### config.mk
export PLATFORM = sky130hd
export DESIGN_NAME = bitserial_logic_unit
export DESIGN_NICKNAME = d
export VERILOG_FILES = /design/src/rtl/bitserial_logic_unit.sv
export SDC_FILE = /design/constraint.sdc
export NUM_CORES = 1
export LEC_CHECK = 0
export BUFFER_PORTS_ARGS = -buffer_cell sky130_fd_sc_hd__buf_2
export CORE_ASPECT_RATIO = 1.75
export CORE_MARGIN = 2
export CORE_UTILIZATION = 55
export DETAILED_ROUTE_END_ITERATION = 8
export PLACE_DENSITY = 0.78
export SLEW_MARGIN = 20
export SYNTH_ARGS = -nofsm -noshare
export SYNTH_HDL_FRONTEND = slang
export SYNTH_HIERARCHICAL = 1
export SYNTH_SLANG_ARGS = --single-unit
### constraint.sdc
create_clock -name clk -period 3.3 [get_ports clk]
set_clock_uncertainty 0.1 [all_clocks]
set_input_delay 0.33 -clock clk [delete_from_list [all_inputs] [get_ports clk]]
set_output_delay 0.33 -clock clk [all_outputs]
set_load 0.05 [all_outputs]
### src/rtl/bitserial_logic_unit.sv
// Bit-serial two-operand logic unit. Each bit is computed twice: once with a
// behavioural expression and once through a NOR-only network. The unit reports whether the two ever disagreed.

module bitserial_logic_nor (
  input  logic [2:0] mode,
  input  logic       a,
  input  logic       b,
  output logic       y
);
  logic na_w, nb_w, nor_w, or_w, and_w, nand_w;
  logic t1_w, t2_w, xnor_w, xor_w, pass_w;

  assign na_w   = ~(a | a);
  assign nb_w   = ~(b | b);
  assign nor_w  = ~(a | b);
  assign or_w   = ~(nor_w | nor_w);
  assign and_w  = ~(na_w | nb_w);
  assign nand_w = ~(and_w | and_w);
  // t1 = ~a & b, t2 = a & ~b; NOR of the two terms gives XNOR
  assign t1_w   = ~(a | nor_w);
  assign t2_w   = ~(b | nor_w);
  assign xnor_w = ~(t1_w | t2_w);
  assign xor_w  = ~(xnor_w | xnor_w);
  assign pass_w = ~(na_w | na_w);

  always_comb begin
    y = pass_w;
    case (mode)
      3'd0: y = and_w;
      3'd1: y = or_w;
      3'd2: y = nand_w;
      3'd3: y = nor_w;
      3'd4: y = xor_w;
      3'd5: y = xnor_w;
      3'd6: y = na_w;
      3'd7: y = pass_w;
      default: y = pass_w;
    endcase
  end
endmodule

module bitserial_logic_unit #(
  parameter int WIDTH = 8
) (
  input  logic             clk,
  input  logic             reset,
  input  logic             start,
  input  logic [2:0]       mode,
  input  logic [WIDTH-1:0] a,
  input  logic [WIDTH-1:0] b,
  output logic             busy,
  output logic             done,
  output logic [WIDTH-1:0] result,
  output logic             zero,
  output logic             mismatch
);
  localparam int IW = $clog2(WIDTH);

  typedef enum logic [1:0] {S_IDLE, S_RUN, S_DONE} state_t;

  state_t           state_q, state_d;
  logic [IW-1:0]    idx_q, idx_d;
  logic [WIDTH-1:0] a_q, a_d, b_q, b_d, sr_q, sr_d, result_q, result_d;
  logic [2:0]       mode_q, mode_d;
  logic             acc_q, acc_d, zero_q, zero_d, mis_q, mis_d;

  logic             a_bit, b_bit, beh_bit, nor_bit, last_bit;
  logic [WIDTH-1:0] sr_next;
  logic             acc_next;

  assign a_bit    = a_q[idx_q];
  assign b_bit    = b_q[idx_q];
  assign last_bit = (idx_q == IW'(WIDTH - 1));

  bitserial_logic_nor u_nor (
    .mode (mode_q),
    .a    (a_bit),
    .b    (b_bit),
    .y    (nor_bit)
  );

  always_comb begin
    beh_bit = a_bit;
    case (mode_q)
      3'd0: beh_bit = a_bit & b_bit;
      3'd1: beh_bit = a_bit | b_bit;
      3'd2: beh_bit = ~(a_bit & b_bit);
      3'd3: beh_bit = ~(a_bit | b_bit);
      3'd4: beh_bit = a_bit ^ b_bit;
      3'd5: beh_bit = ~(~a_bit ^ ~b_bit);
      3'd6: beh_bit = ~a_bit;
      3'd7: beh_bit = a_bit;
      default: beh_bit = a_bit;
    endcase
  end

  // LSB-first: new bits enter at the top, so after WIDTH shifts bit 0 sits at [0]
  assign sr_next  = {beh_bit, sr_q[WIDTH-1:1]};
  assign acc_next = acc_q | (beh_bit != nor_bit);

  always_ff @(posedge clk or posedge reset) begin
    if (reset) begin
      state_q  <= S_IDLE;
      idx_q    <= '0;
      a_q      <= '0;
      b_q      <= '0;
      mode_q   <= '0;
      sr_q     <= '0;
      acc_q    <= 1'b0;
      result_q <= '0;
      zero_q   <= 1'b1;
      mis_q    <= 1'b0;
    end else begin
      state_q  <= state_d;
      idx_q    <= idx_d;
      a_q      <= a_d;
      b_q      <= b_d;
      mode_q   <= mode_d;
      sr_q     <= sr_d;
      acc_q    <= acc_d;
      result_q <= result_d;
      zero_q   <= zero_d;
      mis_q    <= mis_d;
    end
  end

  always_comb begin
    state_d = state_q;
    case (state_q)
      S_IDLE:  if (start) state_d = S_RUN;
      S_RUN:   if (last_bit) state_d = S_DONE;
      S_DONE:  state_d = S_IDLE;
      default: state_d = S_IDLE;
    endcase
  end

  always_comb begin
    busy = (state_q == S_RUN);
    done = (state_q == S_DONE);
  end

  // Result registers load on the last RUN edge so they are visible in DONE
  always_comb begin
    idx_d    = idx_q;
    a_d      = a_q;
    b_d      = b_q;
    mode_d   = mode_q;
    sr_d     = sr_q;
    acc_d    = acc_q;
    result_d = result_q;
    zero_d   = zero_q;
    mis_d    = mis_q;
    case (state_q)
      S_IDLE: begin
        if (start) begin
          a_d    = a;
          b_d    = b;
          mode_d = mode;
          idx_d  = '0;
          sr_d   = '0;
          acc_d  = 1'b0;
        end
      end
      S_RUN: begin
        sr_d  = sr_next;
        acc_d = acc_next;
        if (last_bit) begin
          result_d = sr_next;
          zero_d   = (sr_next == '0);
          mis_d    = acc_next;
        end else begin
          idx_d = idx_q + IW'(1);
        end
      end
      default: ;
    endcase
  end

  assign result   = result_q;
  assign zero     = zero_q;
  assign mismatch = mis_q;
endmodule

==> impl_results.md <==
* Post-synth EDFFs at 0
* H-tree Lvls at 2
* CP bufs+invs at 0
* Pin count of the biggest net entering global routing at 29
* Final hold viol count at 0
* I/O Pins at 34
* Initial DRC count at 30
* Crit path DAT at 3.24 ns
* Worst Tran Pin Value at 0.696 ns
* Root buf cell: clkbuf_8
* Slowest CP cell: mux4_2
* Yosys cell types at 41
* Via density at 5.40
* CTS Buf Count at 5
* Final critical-path setup slack at 0.155 ns
* Critical Path Source: idx_q[0]
* Cell area after layout at 0.00236 sq mm
* CP endpoint: acc_q
* R2r endpoint: acc_q
* Setup crit start kind: flip-flop
* Crit. path cell count at 8
* Layout area overhead at 15.5%
* Setup violators final at 0
* Setup CP Type: reg -> reg
* ANT cells at 0
* Slew Limit Fails at 0
* LEAKAGE at 0.00115 uW
* Total GRT Usage at 20.4%
* Syn Nets at 208
* Final antenna-violating net count at 0
* Total of max-cap violations at 0
* Pwr Density at 1170 mW/mm^2
* Clk sinks at 42
* Peak Freq at 318 MHz
* Core area at 0.00359 sq mm
* Most used DFF post-synth: dfrtp_1
* Worst Path Required at 3.40 ns
* GPL Wtd Cong at 0.781
* Die height at 84.6 microns
* Skew-Pair Late Insertion Delay at 0.30 ns
* PortBufs at 33
* DR vias at 1420
* Reg2Reg Setup Slack at 0.15 ns
* Share of cells above drive strength 1 at 35.5%
* Vias in the first global route at 1457
* Die X at 50.0 microns
* Fill count at 284
* Crit-path cells: mux2_1, mux4_2, ha_1, or2_2, a21oi_1, mux2i_2, a21oi_2, o32ai_2
* DIE AREA at 0.00423 sq mm
* Synth warn at 6
* Peak VDD IR at 797 uV
* Hold Path Class: in -> async
* Worst path max stage delay at 0.57 ns
* Post-Synthesis Cells at 180
* Ys async rst share at 100%
* Status: finished, final reports clean
* Post-synthesis sequential area ratio at 51.6%
* Mapped Area at 0.00204 sq mm
* Post-detail-place hpwl at 2.90 mm
* Unrepaired setup endpoints after global routing: no
* Placed inst area at 0.00226 sq mm
* Initial Util at 56.8%
* Syn Area/Cell at 11.3 sq um
* # rows at 29
* CP endpoint kind: flip-flop
* Total Wirelength at 3.83 mm
* Reg clk slew, reported paths at 0.08 ns
* #FFs+latches synth at 42
* Final #Nets at 244
* Overall Power at 2750 uW
* Max-slew headroom at 53.5%
* Wire per inst at 14.5 microns
* Remaining DRCs at 0
* Grt total ovfl at 0
* Worst Reg-to-Reg Cells at 8
* Final TNS setup at 0 ns
* Bufs on Longest Clock Path at 2
* CTS tree: built
* Initial antenna violation count at 0
* Critical path's top delay family: multiplexers
* Tmin final at 3.15 ns
* TritonRoute pass-1 iters at 4
* R2r startpoint: idx_q[0]
* Setup WS pre-CTS at 0.153 ns
* Final worst-path cycle share at 95.3%
* First-pass GRT wire length at 6.39 mm
* Worst-path fanout max at 8
final cells by class:
cell class | count | area (sq um) | area share, %
clock buffers | 6 | 82.6 | 3.51
clock inverters | 2 | 12.5 | 0.531
inverters | 10 | 37.5 | 1.59
multi-input cells | 121 | 926 | 39.3
flip-flops and latches | 42 | 1050 | 44.7
well taps | 46 | 57.6 | 2.44
repair buffers | 36 | 188 | 7.97
metrics by stage:
stage                     std cells  util [%]  hold slack, ns
after CTS                       263      65.5          0.0380
final                           263      65.6          0.0222
after detailed placement        255      62.8           0.358
after global placement          255      62.8           0.344
after global routing            263      65.6          0.0784
after floorplan                 180         -           0.362
cells in the final DEF (no fill, tap or decap), types with 2 or more instances in the layout:
cell / synthesis / routed
a22o_1: 2 / 2
ha_1: 6 / 6
and3_2: 2 / 2
o22ai_1: 2 / 2
or2b_1: 3 / 3
a21oi_1: 3 / 3
o21ai_0: 6 / 6
buf_2: 0 / 33
clkbuf_8: 0 / 6
mux2_1: 3 / 3
nand3_1: 2 / 2
nand2b_1: 2 / 2
nand2_1: 38 / 38
buf_4: 0 / 3
nor3b_2: 1 / 2
nor3_1: 3 / 3
nor2_1: 5 / 5
mux4_1: 2 / 2
inv_1: 9 / 9
xnor2_1: 2 / 2
o21ai_1: 2 / 2
mux2_2: 20 / 20
dfrtp_1: 41 / 41
synth_stat cells, drive strengths merged (2+ instances only):
cell type   n  area share (%)
buf         2            0.74
o22ai       2            0.61
nor3b       2            0.98
ha          6             3.7
a21oi       4             1.2
xnor2       2            0.86
and2        2            0.74
and3        3             1.0
a22o        2            0.86
mux2i       3             2.1
clkbuf      5            0.92
nor3        3            0.74
o21ai       8             2.0
nand2      38             7.0
mux4        3             3.7
nand3       2            0.49
or2b        3             1.1
nand2b      2            0.61
nor2        5            0.92
inv         9             1.7
dfrtp      41              50
mux2       24              13
layer usage:
| metal | global-route usage [%] | routed length (microns) | share of wire (%) | vias up |
|---|---|---|---|---|
| met4 | 12.9 | 114 | 3.0 | 0 |
| met5 | 0 | 0 | 0 | - |
| met1 | 20.1 | 1360 | 36 | 686 |
| li1 | - | - | - | 684 |
| met2 | 37.3 | 2210 | 58 | 38 |
| met3 | 3.74 | 134 | 3.5 | 12 |
cell families (layout without fill, tap and decap cells):
family          count (synthesis)  after routing  share of synthesized area [%]
xor+xnor                        3              3                           1.29
simple gates                   64             64                           14.9
mux                            30             30                           19.2
flops                          42             42                           51.6
compound gates                 18             18                           5.89
buf+inv                        17             54                           3.49
fa+ha+maj                       6              6                           3.68
registers in the layout, summed over array words and instances (netlist names):
signal	cells
acc_q	1
state_q	2
b_q	8
mismatch	1
mode_q	3
a_q	8
zero	1
idx_q	3
result	8
sr_q	7
report_power, final:
part           switching [uW]  internal, uW
registers                 212           758
clock network             177           168
logic                     784           655
repair_timing:
action	CTS	global route
buffers inserted	0	0
resized for setup	0	1
endpoints found under the setup margin	0	2
hold buffers	0	0
how the worst min path moves through the flow:
stage,startpoint,endpoint,slack [ns],depth (start not counted)
global placement,reset,b_q[7],0.34,2
finish,reset,result[3],0.02,2
floorplan,sr_q[1],result[0],0.36,2
detailed placement,reset,b_q[7],0.36,2
CTS,reset,sr_q[3],0.04,2
global route,reset,result[3],0.08,2
Power figures use the tool's default switching activity.
